$ cat config.mk
export PLATFORM = sky130hd
export DESIGN_NAME = mmio_responder
export DESIGN_NICKNAME = d
export VERILOG_FILES = /design/src/rtl/mmio_responder.sv
export SDC_FILE = /design/constraint.sdc
export NUM_CORES = 1
export LEC_CHECK = 0
export ABC_AREA = 1
export CAP_MARGIN = 10
export CELL_PAD_IN_SITES_DETAIL_PLACEMENT = 1
export CELL_PAD_IN_SITES_GLOBAL_PLACEMENT = 1
export CORE_MARGIN = 2
export CORE_UTILIZATION = 30
export CTS_CLUSTER_DIAMETER = 60
export DETAILED_ROUTE_END_ITERATION = 8
export MAX_ROUTING_LAYER = met4
export PLACE_DENSITY_LB_ADDON = 0.1
export SYNTH_ARGS = -nofsm -noshare
export SYNTH_HDL_FRONTEND = slang
export SYNTH_SLANG_ARGS = --single-unit
$ cat constraint.sdc
create_clock -name clk -period 6.85 [get_ports clk]
set_input_delay 0.685 -clock clk [delete_from_list [all_inputs] [get_ports clk]]
set_output_delay 0.685 -clock clk [all_outputs]
set_load 0.05 [all_outputs]
$ cat src/rtl/mmio_responder.sv
// Memory-mapped responder: TX byte FIFO, cycle counter, STATUS/CTRL and a level irq.
// Optional compare register and cmp_hit interrupt are enabled by defining MMIO_CYCLE_CMP_EN.
module mmio_responder #(
  parameter logic [63:0] BASE_ADDR  = 64'h0000_0000_0000_0100,
  parameter int          FIFO_DEPTH = 8
) (
  input  logic        clk,
  input  logic        reset,
  input  logic [63:0] raddress,
  input  logic [63:0] waddress,
  input  logic [63:0] Datain,
  input  logic        Wr,
  output logic [63:0] Dataout,
  output logic        hit,
  output logic        out_valid,
  output logic [7:0]  out_data,
  input  logic        out_ready,
  output logic        irq
);

  localparam int AW = $clog2(FIFO_DEPTH);
  localparam int CW = AW + 1;
`ifdef MMIO_CYCLE_CMP_EN
  localparam logic [63:0] WIN_SIZE = 64'h28;
`else
  localparam logic [63:0] WIN_SIZE = 64'h20;
`endif

  localparam logic [2:0] IDX_TXDATA = 3'd0;
  localparam logic [2:0] IDX_STATUS = 3'd1;
  localparam logic [2:0] IDX_CYCLE  = 3'd2;
  localparam logic [2:0] IDX_CTRL   = 3'd3;
  localparam logic [2:0] IDX_CMP    = 3'd4;

  logic [7:0]    fifoMem [FIFO_DEPTH];
  logic [AW-1:0] wrPtr, rdPtr;
  logic [CW-1:0] count;
  logic          overflow;
  logic [63:0]   cycleCnt;
  logic          irqEn;
`ifdef MMIO_CYCLE_CMP_EN
  logic [63:0]   cmpReg;
  logic          cmpHit;
  logic          cmpIrqEn;
`endif

  logic [63:0] rOff, wOff;
  logic        wHit;
  logic        txWr, cycWr, ctrlWr;
  logic        empty, full, push, pop;
  logic [63:0] statusVal, rdVal;

  // Subtraction wraps for addresses below the base, so they fail the range test.
  assign rOff = raddress - BASE_ADDR;
  assign wOff = waddress - BASE_ADDR;
  assign hit  = (rOff < WIN_SIZE) && (rOff[2:0] == 3'b000);
  assign wHit = Wr && (wOff < WIN_SIZE) && (wOff[2:0] == 3'b000);

  assign txWr   = wHit && (wOff[5:3] == IDX_TXDATA);
  assign cycWr  = wHit && (wOff[5:3] == IDX_CYCLE);
  assign ctrlWr = wHit && (wOff[5:3] == IDX_CTRL);

  assign empty = (count == '0);
  assign full  = (count == CW'(FIFO_DEPTH));
  assign pop   = !empty && out_ready;
  // A pop in the same cycle frees the slot, so a push into a full FIFO still lands.
  assign push  = txWr && (!full || pop);

  assign out_valid = !empty;
  assign out_data  = fifoMem[rdPtr];

  always_comb begin
    statusVal         = '0;
    statusVal[0]      = empty;
    statusVal[1]      = full;
    statusVal[8 +: CW] = count;
    statusVal[16]     = overflow;
`ifdef MMIO_CYCLE_CMP_EN
    statusVal[17]     = cmpHit;
`endif
  end

  always_comb begin
    rdVal = '0;
    if (hit) begin
      case (rOff[5:3])
        IDX_STATUS: rdVal = statusVal;
        IDX_CYCLE:  rdVal = cycleCnt;
        IDX_CTRL: begin
          rdVal[0] = irqEn;
`ifdef MMIO_CYCLE_CMP_EN
          rdVal[1] = cmpIrqEn;
`endif
        end
`ifdef MMIO_CYCLE_CMP_EN
        IDX_CMP:    rdVal = cmpReg;
`endif
        default:    rdVal = '0;
      endcase
    end
  end

  always_ff @(posedge clk) begin
    if (push) fifoMem[wrPtr] <= Datain[7:0];
  end

  always_ff @(posedge clk) begin
    if (reset) begin
      Dataout  <= '0;
      wrPtr    <= '0;
      rdPtr    <= '0;
      count    <= '0;
      overflow <= 1'b0;
      cycleCnt <= '0;
      irqEn    <= 1'b0;
      irq      <= 1'b0;
`ifdef MMIO_CYCLE_CMP_EN
      cmpReg   <= '1;
      cmpHit   <= 1'b0;
      cmpIrqEn <= 1'b0;
`endif
    end else begin
      Dataout <= rdVal;

      if (push) wrPtr <= wrPtr + AW'(1);
      if (pop)  rdPtr <= rdPtr + AW'(1);
      if (push && !pop)      count <= count + CW'(1);
      else if (pop && !push) count <= count - CW'(1);

      if (txWr && full && !pop)         overflow <= 1'b1;
      else if (ctrlWr && Datain[8])     overflow <= 1'b0;

      cycleCnt <= cycWr ? Datain : cycleCnt + 64'd1;

      if (ctrlWr) irqEn <= Datain[0];

`ifdef MMIO_CYCLE_CMP_EN
      if (wHit && (wOff[5:3] == IDX_CMP)) cmpReg <= Datain;
      if (ctrlWr) cmpIrqEn <= Datain[1];
      if (cycleCnt == cmpReg)          cmpHit <= 1'b1;
      else if (ctrlWr && Datain[9])    cmpHit <= 1'b0;
      irq <= (irqEn & empty) | (cmpIrqEn & cmpHit);
`else
      irq <= irqEn & empty;
`endif
    end
  end

endmodule

==> Yosys cells after proc, flatten, opt, wreduce, memory -nomap -nowiden <==
Memories as Yosys holds them, arrays and structs flattened. A register that Yosys moved wholly into a read port is not among the register bits.
Index checks and enable logic that the tools add are counted.
{ "op_classes": {"n_lt_le_gt_ge": 2, "muxes": 11, "eq_ne": 6, "n_bitwise": 2, "reduce_logical": 25, "addsub": 7} }
{ "op_table": {"columns": ["operator", "count"], "rows": [
  ["< comparator 64 x 6 -> 1 bit, second input constant", 2],
  ["subtractor 64 x 9 -> 64 bit, second input constant", 2],
  ["one-hot mux 63 bit (2 select lines)", 1],
  ["adder 64 x 1 -> 64 bit, second input constant", 1],
  ["two-way mux 64 bit", 1],
  ["logical AND 1 bit", 13],
  ["== test 3 x 2 -> 1 bit, second input constant", 4],
  ["logical NOT 3 bit", 3],
  ["two-way mux 4 bit", 2],
  ["adder 3 x 1 -> 3 bit, second input constant", 2],
  ["two-way mux 3 bit", 2],
  ["adder 4 x 1 -> 4 bit, second input constant", 1],
  ["== test 4 bit, second input constant", 1],
  ["logical NOT 1 bit", 4],
  ["logical NOT 4 bit", 1],
  ["two-way mux 1 bit", 4],
  ["nonzero test 2 bit", 2],
  ["subtractor 4 x 1 -> 4 bit, second input constant", 1],
  ["== test 3 x 1 -> 1 bit, second input constant", 1],
  ["one-hot mux 1 bit (3 select lines)", 1],
  ["OR reduction 2 bit", 1],
  ["AND 1 bit", 1],
  ["logical OR 1 bit", 1],
  ["inverter 1 bit", 1]
]} }
{ "totals": {"out_inout_bits": 75, "word_cells": 62, "input_bits": 196, "mem_bits_rw": 64, "n_memories": 1, "regBits": 141} }
{ "memory_table": {"columns": ["name", "depth", "word_bits", "read_ports", "rd_clocked_by_memory_dff", "wr", "line", "rtl"], "rows": [
  ["fifoMem", 8, 8, 1, 1, 1, "35", "logic [7:0] fifoMem [FIFO_DEPTH];"]
]} }

==> Logic depth before layout (Yosys ltp) <==
Gate-level depths: netlist of run 1.
{ "depth": {"ltp_word": 10, "depth_mapped": 26} }

==> Least setup slack after synthesis of run 1 <==
Ideal clock, no wire load.
{ "synth_timing": {"kind": "input -> register", "startpoint": "input waddress[11]", "endpoint": "register count[3]", "arrival_time_ps": 3513, "slack_ps": 3217, "path_buffers": 0, "path_stages": 25, "setup_time_ps": 120, "path_cell_list": "nor2_1 -> nand2_1 -> nor2_4 -> nand2_2 -> nor2_4 -> nand2_2 -> nand2_1 -> and2_1 -> nand3_1 -> nor2_1 -> nand3_1 -> nor2_4 -> nand3_1 -> inv_1 -> ha_1 -> inv_1 -> ha_1 -> nand2_1 -> nor2_1 -> a211oi_1 -> nor2_1 -> nor2_1 -> nand2_1 -> o21ai_0 -> a21oi_1"} }
{ "synth_between": {"elab_chain_len": 9, "word_cells_on_any_way": 11} }
{ "synth_lines": {"columns": ["element", "line", "rtl"], "rows": [
  ["from (decl)", "10", "input logic [63:0] waddress,"],
  ["subtractor 64 x 9 -> 64 bit *", "55", "assign wOff = waddress - BASE_ADDR;"],
  ["< comparator 64 x 6 -> 1 bit *", "57", "assign wHit = Wr && (wOff < WIN_SIZE) && (wOff[2:0] == 3'b000);"],
  ["logical AND 1 bit * (2 in a row)", "57", null],
  ["logical AND 1 bit *", "59", "assign txWr = wHit && (wOff[5:3] == IDX_TXDATA);"],
  ["logical AND 1 bit *", "67", "assign push = txWr && (!full || pop);"],
  ["net push", "50", "logic empty, full, push, pop;"],
  ["logical NOT 1 bit", "128", "else if (pop && !push) count <= count - CW'(1);"],
  ["logical AND 1 bit", "128", null],
  ["nonzero test 2 bit (no source line)", null, null],
  ["to (signal assigned)", "127", "if (push && !pop) count <= count + CW'(1);"],
  ["to (signal assigned)", "128", null],
  ["to (decl)", "37", "logic [CW-1:0] count;"]
]} }
Mark *: on every way through the listed nets, which the timed path passes. The rest lies on a longest branch.
A chain may end at the register's enable or synchronous reset.

==> Final worst setup path of run 1 <==
{ "layout_timing": {"startpoint": "input raddress[14]", "endpoint": "output hit"} }
{ "layout_between": {"elab_chain_len": 3} }
{ "layout_lines": {"columns": ["element", "line", "rtl"], "rows": [
  ["from (decl)", "9", "input logic [63:0] raddress,"],
  ["subtractor 64 x 9 -> 64 bit", "54", "assign rOff = raddress - BASE_ADDR;"],
  ["< comparator 64 x 6 -> 1 bit", "56", "assign hit = (rOff < WIN_SIZE) && (rOff[2:0] == 3'b000);"],
  ["logical AND 1 bit", "56", null],
  ["to (decl)", "14", "output logic hit,"]
]} }
No other way between the ends.

==> flow_metrics.py, run 1 <==
metrics = {
    "logic_synthesis": {
        "postSynthCellCount": 1955,
        "synth_seq_area_share_pct": 38.0,
        "synth_cell_types": 40,
        "syn_area_um2": 12600,
        "synth_seq_cells": 208,
        "yosysTopAreaCellShare_pct": 22.8,
        "synth_largest_area_cell": "dfxtp_1",
        "syn_nets": 2158,
        "synthTopCellsByArea": "dfxtp_1 23%, edfxtp_1 15%, nand2_1 14%",
        "syn_avg_cell_area_um2": 6.46,
        "ys.warnings.count": 0,
    },
    "clock_network": {
        "htreeDepth": 1,
        "cts_hold_buffers": 0,
        "tritoncts": "done",
        "cts_setup_buffers": 0,
        "clk_latency_ns": 0.53,
        "path_clk_slew_ns": 0.06,
        "cts-root-buf": "clkbuf_16",
        "max-clock-path-buffers": 3,
        "cts_made_buffers": 23,
        "cts.sinks": 208,
        "cts.repair.resized": 0,
    },
    "sta": {
        "rsz0062_at_grt": "no",
        "fin_crit_sh_pct": 71.3,
        "finalCriticalPeriod_ns": 4.89,
        "drv_slew": 0,
        "hold_violations": 0,
        "finalSetupViolations": 0,
        "holdWs_ns": 0.469,
        "worstMarginPinSlew_ns": 0.913,
        "tns_ns": 0,
        "max_freq_ghz": 0.205,
        "relSlewSlack_pct": 38.8,
        "skew_ns": 0.0186,
    },
    "floorplan": {
        "core_area_um2": 41800,
        "dieArea_um2": 43800,
        "pin_count": 271,
        "rows": 75,
        "chipWidth_um": 209,
        "initial_utilization_pct": 30.3,
        "dieHeight_um": 209,
    },
    "grt": {
        "overflow": 0,
        "grt_pass1_wl_mm": 80.2,
        "first_global_vias": 14449,
        "antenna_found_initial": 2,
        "track_usage_pct": 23.7,
        "grt_max_degree": 68,
    },
    "critical_path": {
        "worstPathMaxFanout": 8,
        "cp.required_ns": 6.16,
        "crit_arrival_ns": 4.20,
        "startpoint_type": "primary input",
        "path_class": "primary input to output pin",
        "cp-end-kind": "output pin",
    },
    "power": {
        "p_leak_nw": 6.14,
        "ir_drop_mv": 0.193,
        "p_per_area_nw_per_um2": 201,
    },
    "placed_design": {
        "dp_hpwl_mm": 40.2,
        "place.gp.congestion": 0.918,
        "port_buffers": 270,
    },
    "routing": {
        "avgRoutedWirePerCell_um": 18.2,
        "drcViolationCount": 0,
        "drt-total-wl_mm": 50.3,
        "first_pass_iters": 5,
        "antenna_left": 0,
        "drt_iter0_markers": 716,
        "routed_via_density": 4.87,
        "vias": 13491,
    },
    "finish": {
        "syn_to_final_growth_pct": 32.1,
        "final_common_cell": "nand2_1",
        "final_layout_size_suffix_gt1_share_pct": 3.90,
        "nets": 2415,
        "final_cell_mix": "488 x nand2_1, 458 x nor2_1, 269 x clkdlybuf4s50_1",
    },
    "flow_run": {
        "cap_violations": 0,
    },
    "min_path": {
        "hold_path_class": "flop to flop",
    },
    "status": {
        "status": "finished, final reports clean",
    },
}
[logic make-up (layout without fill, tap and decap cells)]
family,Yosys count,count (layout),share of synthesized area [%]
AOI/OAI and AO/OA,153,153,6.41
xor gates and xnor gates,59,59,4.09
DFF,208,208,38.0
adders and majority gates,7,7,0.753
other,0,2,0
and+or+nand+nor,1272,1272,42.9
buffers and inverters,256,530,7.77
[final cells by class]
cell class	count	area (um2)
clock inverters	12	141
diodes	2	5.00
clock buffers	30	632
repair buffers	284	2800
flip-flops and latches	208	4800
multi-input cells	1491	6860
fillers	5330	25100
inverters	204	766
well taps	539	674
[path summary, 6_finish.rpt]
path | start | end | slack, ns | cells past startpoint
hold reg to reg | rdPtr[2]$_SDFFE_PP0P_ | rdPtr[2]$_SDFFE_PP0P_ | 0.47 | 2
setup / recovery | raddress[14] | hit | 1.96 | 13
setup reg to reg | cycleCnt[0]$_SDFF_PP0_ | cycleCnt[62]$_SDFF_PP0_ | 3.55 | 16
hold / removal | rdPtr[2]$_SDFFE_PP0P_ | rdPtr[2]$_SDFFE_PP0P_ | 0.47 | 2
[power by group]
part | internal (W) | switching, W | total [W]
Combinational | 0.000281 | 0.000484 | 0.000765
Sequential | 0.00129 | 0.0000176 | 0.00131
Clock | 0.000736 | 0.000543 | 0.00128
[registers in the layout, indices dropped and copies added (netlist names), named ones only]
register / flops
Dataout: 64
count: 4
cycleCnt: 64
fifoMem: 64
irq: 1
irqEn: 1
overflow: 1
rdPtr: 3
wrPtr: 3
[cell usage after synthesis (all sizes together)]
master and number:
a31oi 9, and3 2, nor3 147, nand2 496
o21bai 2, xor2 40, inv 203, clkinv 1
a21oi 16, nand3b 8, o2111ai 1, and2 6
nor3b 4, a22oi 2, buf 15, nor2 472
nand3 78, nor4 7, dfxtp 144, a221oi 1
nor4b 2, clkbuf 37, nand4 50, fa 1
a211oi 1, ha 6, edfxtp 64, xnor2 19
o21ai 111, o22ai 10
[worst max-delay path, stage by stage]
cell	delay (ns)
clkdlybuf4s50_1	0.45
nor2_1	0.15
inv_1	0.05
nor2_1	0.19
nand4_1	0.35
nor2_1	0.34
nand3_1	0.16
o21ai_0	0.18
nand4_1	0.11
nor3_1	0.30
nand4_1	0.30
inv_1	0.12
clkdlybuf4s50_1	0.80
[metal layers]
metal | global-route usage, % | share of wire, %
met1 | 30.9 | 47
met2 | 40.2 | 48
met5 | - | 0
met3 | 2.45 | 3.4
met4 | 4.01 | 1.6
[stage by stage]
| step | area, um2 | power [W] | worst slack, ns | utilization, % | cells |
|---|---|---|---|---|---|
| finish | 16700 | 0.00335 | 1.96 | 40.0 | 2770 |
| global route | 16700 | 0.00352 | 1.65 | 40.0 | 2770 |
| CTS | 16700 | 0.00339 | 1.93 | 40.0 | 2768 |
| detailed placement | 15900 | 0.00210 | 1.95 | 38.1 | 2726 |
| global placement | 15900 | 0.00209 | 1.90 | 38.1 | 2726 |
| floorplan | 12600 | 0.00176 | 3.22 | - | 1955 |
(Power assumes the default switching activity.)
==> run 2, diff against run 1 <==
==> constraint.sdc (replaced) <==
create_clock -name clk -period 5.03 [get_ports clk]
set_input_delay 0.503 -clock clk [delete_from_list [all_inputs] [get_ports clk]]
set_output_delay 0.503 -clock clk [all_outputs]
set_load 0.05 [all_outputs]
==> run 2 against run 1 <==
Effect of this change:
- clock skew is 0.0083 ns lower
- global-route usage is 0.49 points lower
- utilization is 0.14 points higher
- count of clock-buffer cells in the layout is 1 higher
- register-to-register slack worse by 1.9 ns
- die area stayed put
- via count is 1.1% higher
- setup slack worse by 1.4 ns
- non-clock buffer count is 12 higher
- flip-flop and latch count stayed put
==> flow_metrics.py, run 2 (same netlist as run 1, synthesis figures left out) <==
metrics = {
    "grt": {
        "overflow": 0,
        "grt_max_degree": 65,
        "track_usage_pct": 23.2,
        "first_global_vias": 14102,
        "antenna_found_initial": 2,
        "grt_pass1_wl_mm": 78.1,
    },
    "clock_network": {
        "clk_latency_ns": 0.51,
        "cts.repair.resized": 0,
        "cts_hold_buffers": 0,
        "htreeDepth": 1,
        "tritoncts": "done",
        "cts.sinks": 208,
        "max-clock-path-buffers": 3,
        "cts_made_buffers": 23,
        "cts-root-buf": "clkbuf_16",
        "cts_setup_buffers": 0,
        "path_clk_slew_ns": 0.06,
    },
    "power": {
        "p_clk_share_pct": 37.5,
        "power.internal_w": 0.00315,
        "ir_drop_mv": 0.190,
        "p_sw_share_pct": 30.4,
        "p_per_area_nw_per_um2": 270,
        "p_seq_share_pct": 39.7,
        "p_sw_w": 0.00138,
        "pwr-share-comb_pct": 22.8,
        "p_leak_nw": 6.20,
    },
    "critical_path": {
        "slowest_delay_ns": 0.81,
        "crit_buf_inv": 3,
        "worstPathMaxFanout": 4,
        "path_class": "primary input to output pin",
        "timing.critical_path.mode_cell": "nor2_1",
        "slowest_stage": "clkdlybuf4s50_1",
        "crit_chain": "clkdlybuf4s50_1 -> nor2_1 -> nand2_1 -> nor2_1 -> nand2_1 -> nor2_1 -> nand2_1 -> nor2_1 -> nand2_1 -> nand2_1 -> nand3_1 -> nor2_1 -> nand3_1 -> nor2_1 -> nand4_1 -> inv_1 -> clkdlybuf4s50_1",
        "r2r_slack_ns": 1.67,
        "timing.rr.start": "cycleCnt[0]$_SDFF_PP0_",
        "crit_arrival_ns": 3.92,
        "cp.required_ns": 4.53,
        "cp-end-kind": "output pin",
        "startpoint": "raddress[19]",
        "startpoint_type": "primary input",
        "cpLargestDelayFamily": "simple AND/OR/NAND/NOR gates",
    },
    "sta": {
        "skew_ns": 0.0103,
        "max_freq_ghz": 0.226,
        "worstMarginPinSlew_ns": 0.756,
        "relSlewSlack_pct": 49.2,
        "finalCriticalPeriod_ns": 4.42,
        "drv_slew": 0,
        "finalSetupViolations": 0,
        "tns_ns": 0,
        "layout_setup_ws_ns": 0.611,
        "rsz0062_at_grt": "no",
        "hold_violations": 0,
        "fin_crit_sh_pct": 87.9,
    },
    "placed_design": {
        "pre_cts_ws_ns": 0.379,
        "place_area_um2": 16000,
        "place.gp.congestion": 0.896,
        "dp_hpwl_mm": 40.0,
        "port_buffers": 270,
    },
    "floorplan": {
        "rows": 75,
        "chipWidth_um": 209,
        "dieArea_um2": 43800,
        "dieHeight_um": 209,
        "pin_count": 271,
        "core_area_um2": 41800,
        "initial_utilization_pct": 30.3,
    },
    "finish": {
        "syn_to_final_growth_pct": 32.6,
        "nFillCells": 5354,
        "finalCoreUtilization_pct": 40.1,
        "final_cell_mix": "488 x nand2_1, 458 x nor2_1, 269 x clkdlybuf4s50_1",
        "nets": 2427,
        "final_common_cell": "nand2_1",
        "top_regs": "Dataout (64), cycleCnt (64), fifoMem (64)",
        "design_area_um2": 16700,
        "final_layout_size_suffix_gt1_share_pct": 4.29,
    },
    "routing": {
        "avgRoutedWirePerCell_um": 18.0,
        "drt-total-wl_mm": 50.0,
        "drcViolationCount": 0,
        "first_pass_iters": 5,
        "antenna_left": 0,
        "vias": 13634,
        "routed_via_density": 4.90,
        "drt_iter0_markers": 697,
    },
    "min_path": {
        "hold_path_class": "flop to flop",
        "min-delay-start": "cycleCnt[63]$_SDFF_PP0_",
    },
    "flow_run": {
        "cap_violations": 0,
    },
    "status": {
        "status": "finished, final reports clean",
    },
}
## run 2: cell types whose count changed in the layout (fill, tap and decap cells not counted)
cell / previous run / this run
buf_4: 14 / 26
clkbuf_8: 3 / 4
clkinv_1: 2 / 1
clkinv_2: 2 / 3
clkinvlp_4: 4 / 2
inv_16: 1 / 0
nor3_1: 137 / 139
nor3_2: 10 / 8
## run 2: worst reg2reg max path, delay by kind of cell, from the launching register on
kind / cells / cell delay [ns]
xor+xnor: 1 / 0.16
fa+ha+maj: 1 / 0.20
buf+inv: 1 / 0.15
flops: 1 / 0.39
simple gates: 11 / 2.40
## run 2: power by group through the flow
stage	clock [W]	sequential, W	combinational, W
floorplan	0	0.00182	0.000584
global placement	0	0.00183	0.00102
detailed placement	0	0.00184	0.00103
CTS	0.00174	0.00180	0.00104
global route	0.00181	0.00180	0.00113
finish	0.00170	0.00180	0.00103
## run 2: stage by stage
stage	std cells	power (W)	hold WS, ns
2_1_floorplan	1955	0.00240	0.433
3_3_place_gp	2738	0.00285	0.451
3_5_place_dp	2738	0.00287	0.454
4_1_cts	2778	0.00458	0.457
5_1_grt	2780	0.00474	0.471
6_report	2780	0.00452	0.451
## run 2: routing by layer
layer	GRT usage [%]	up-vias	share of wire, %
met5	-	-	0
met4	4.68	0	2.0
met3	2.55	65	3.3
met2	39.4	241	48
met1	29.8	6496	47
li1	-	6832	-
## run 2: worst paths after layout
check                                                to  depth (start not counted)
worst max-delay path                                hit                         17
worst min-delay path             Dataout[63]$_SDFF_PP0_                          2
worst max register to register  cycleCnt[56]$_SDFF_PP0_                         14
worst min register to register   Dataout[63]$_SDFF_PP0_                          2
## run 2: final cells by class
class	count	area, um2	share of cell area, %
Clock buffer	31	646	3.85
Multi-Input combinational cell	1491	6850	40.9
Sequential cell	208	4800	28.7
Clock inverter	9	108	0.642
Inverter	204	766	4.57
Timing Repair Buffer	296	2890	17.3
Antenna cell	2	5.00	0.0299
Tap cell	539	674	4.03
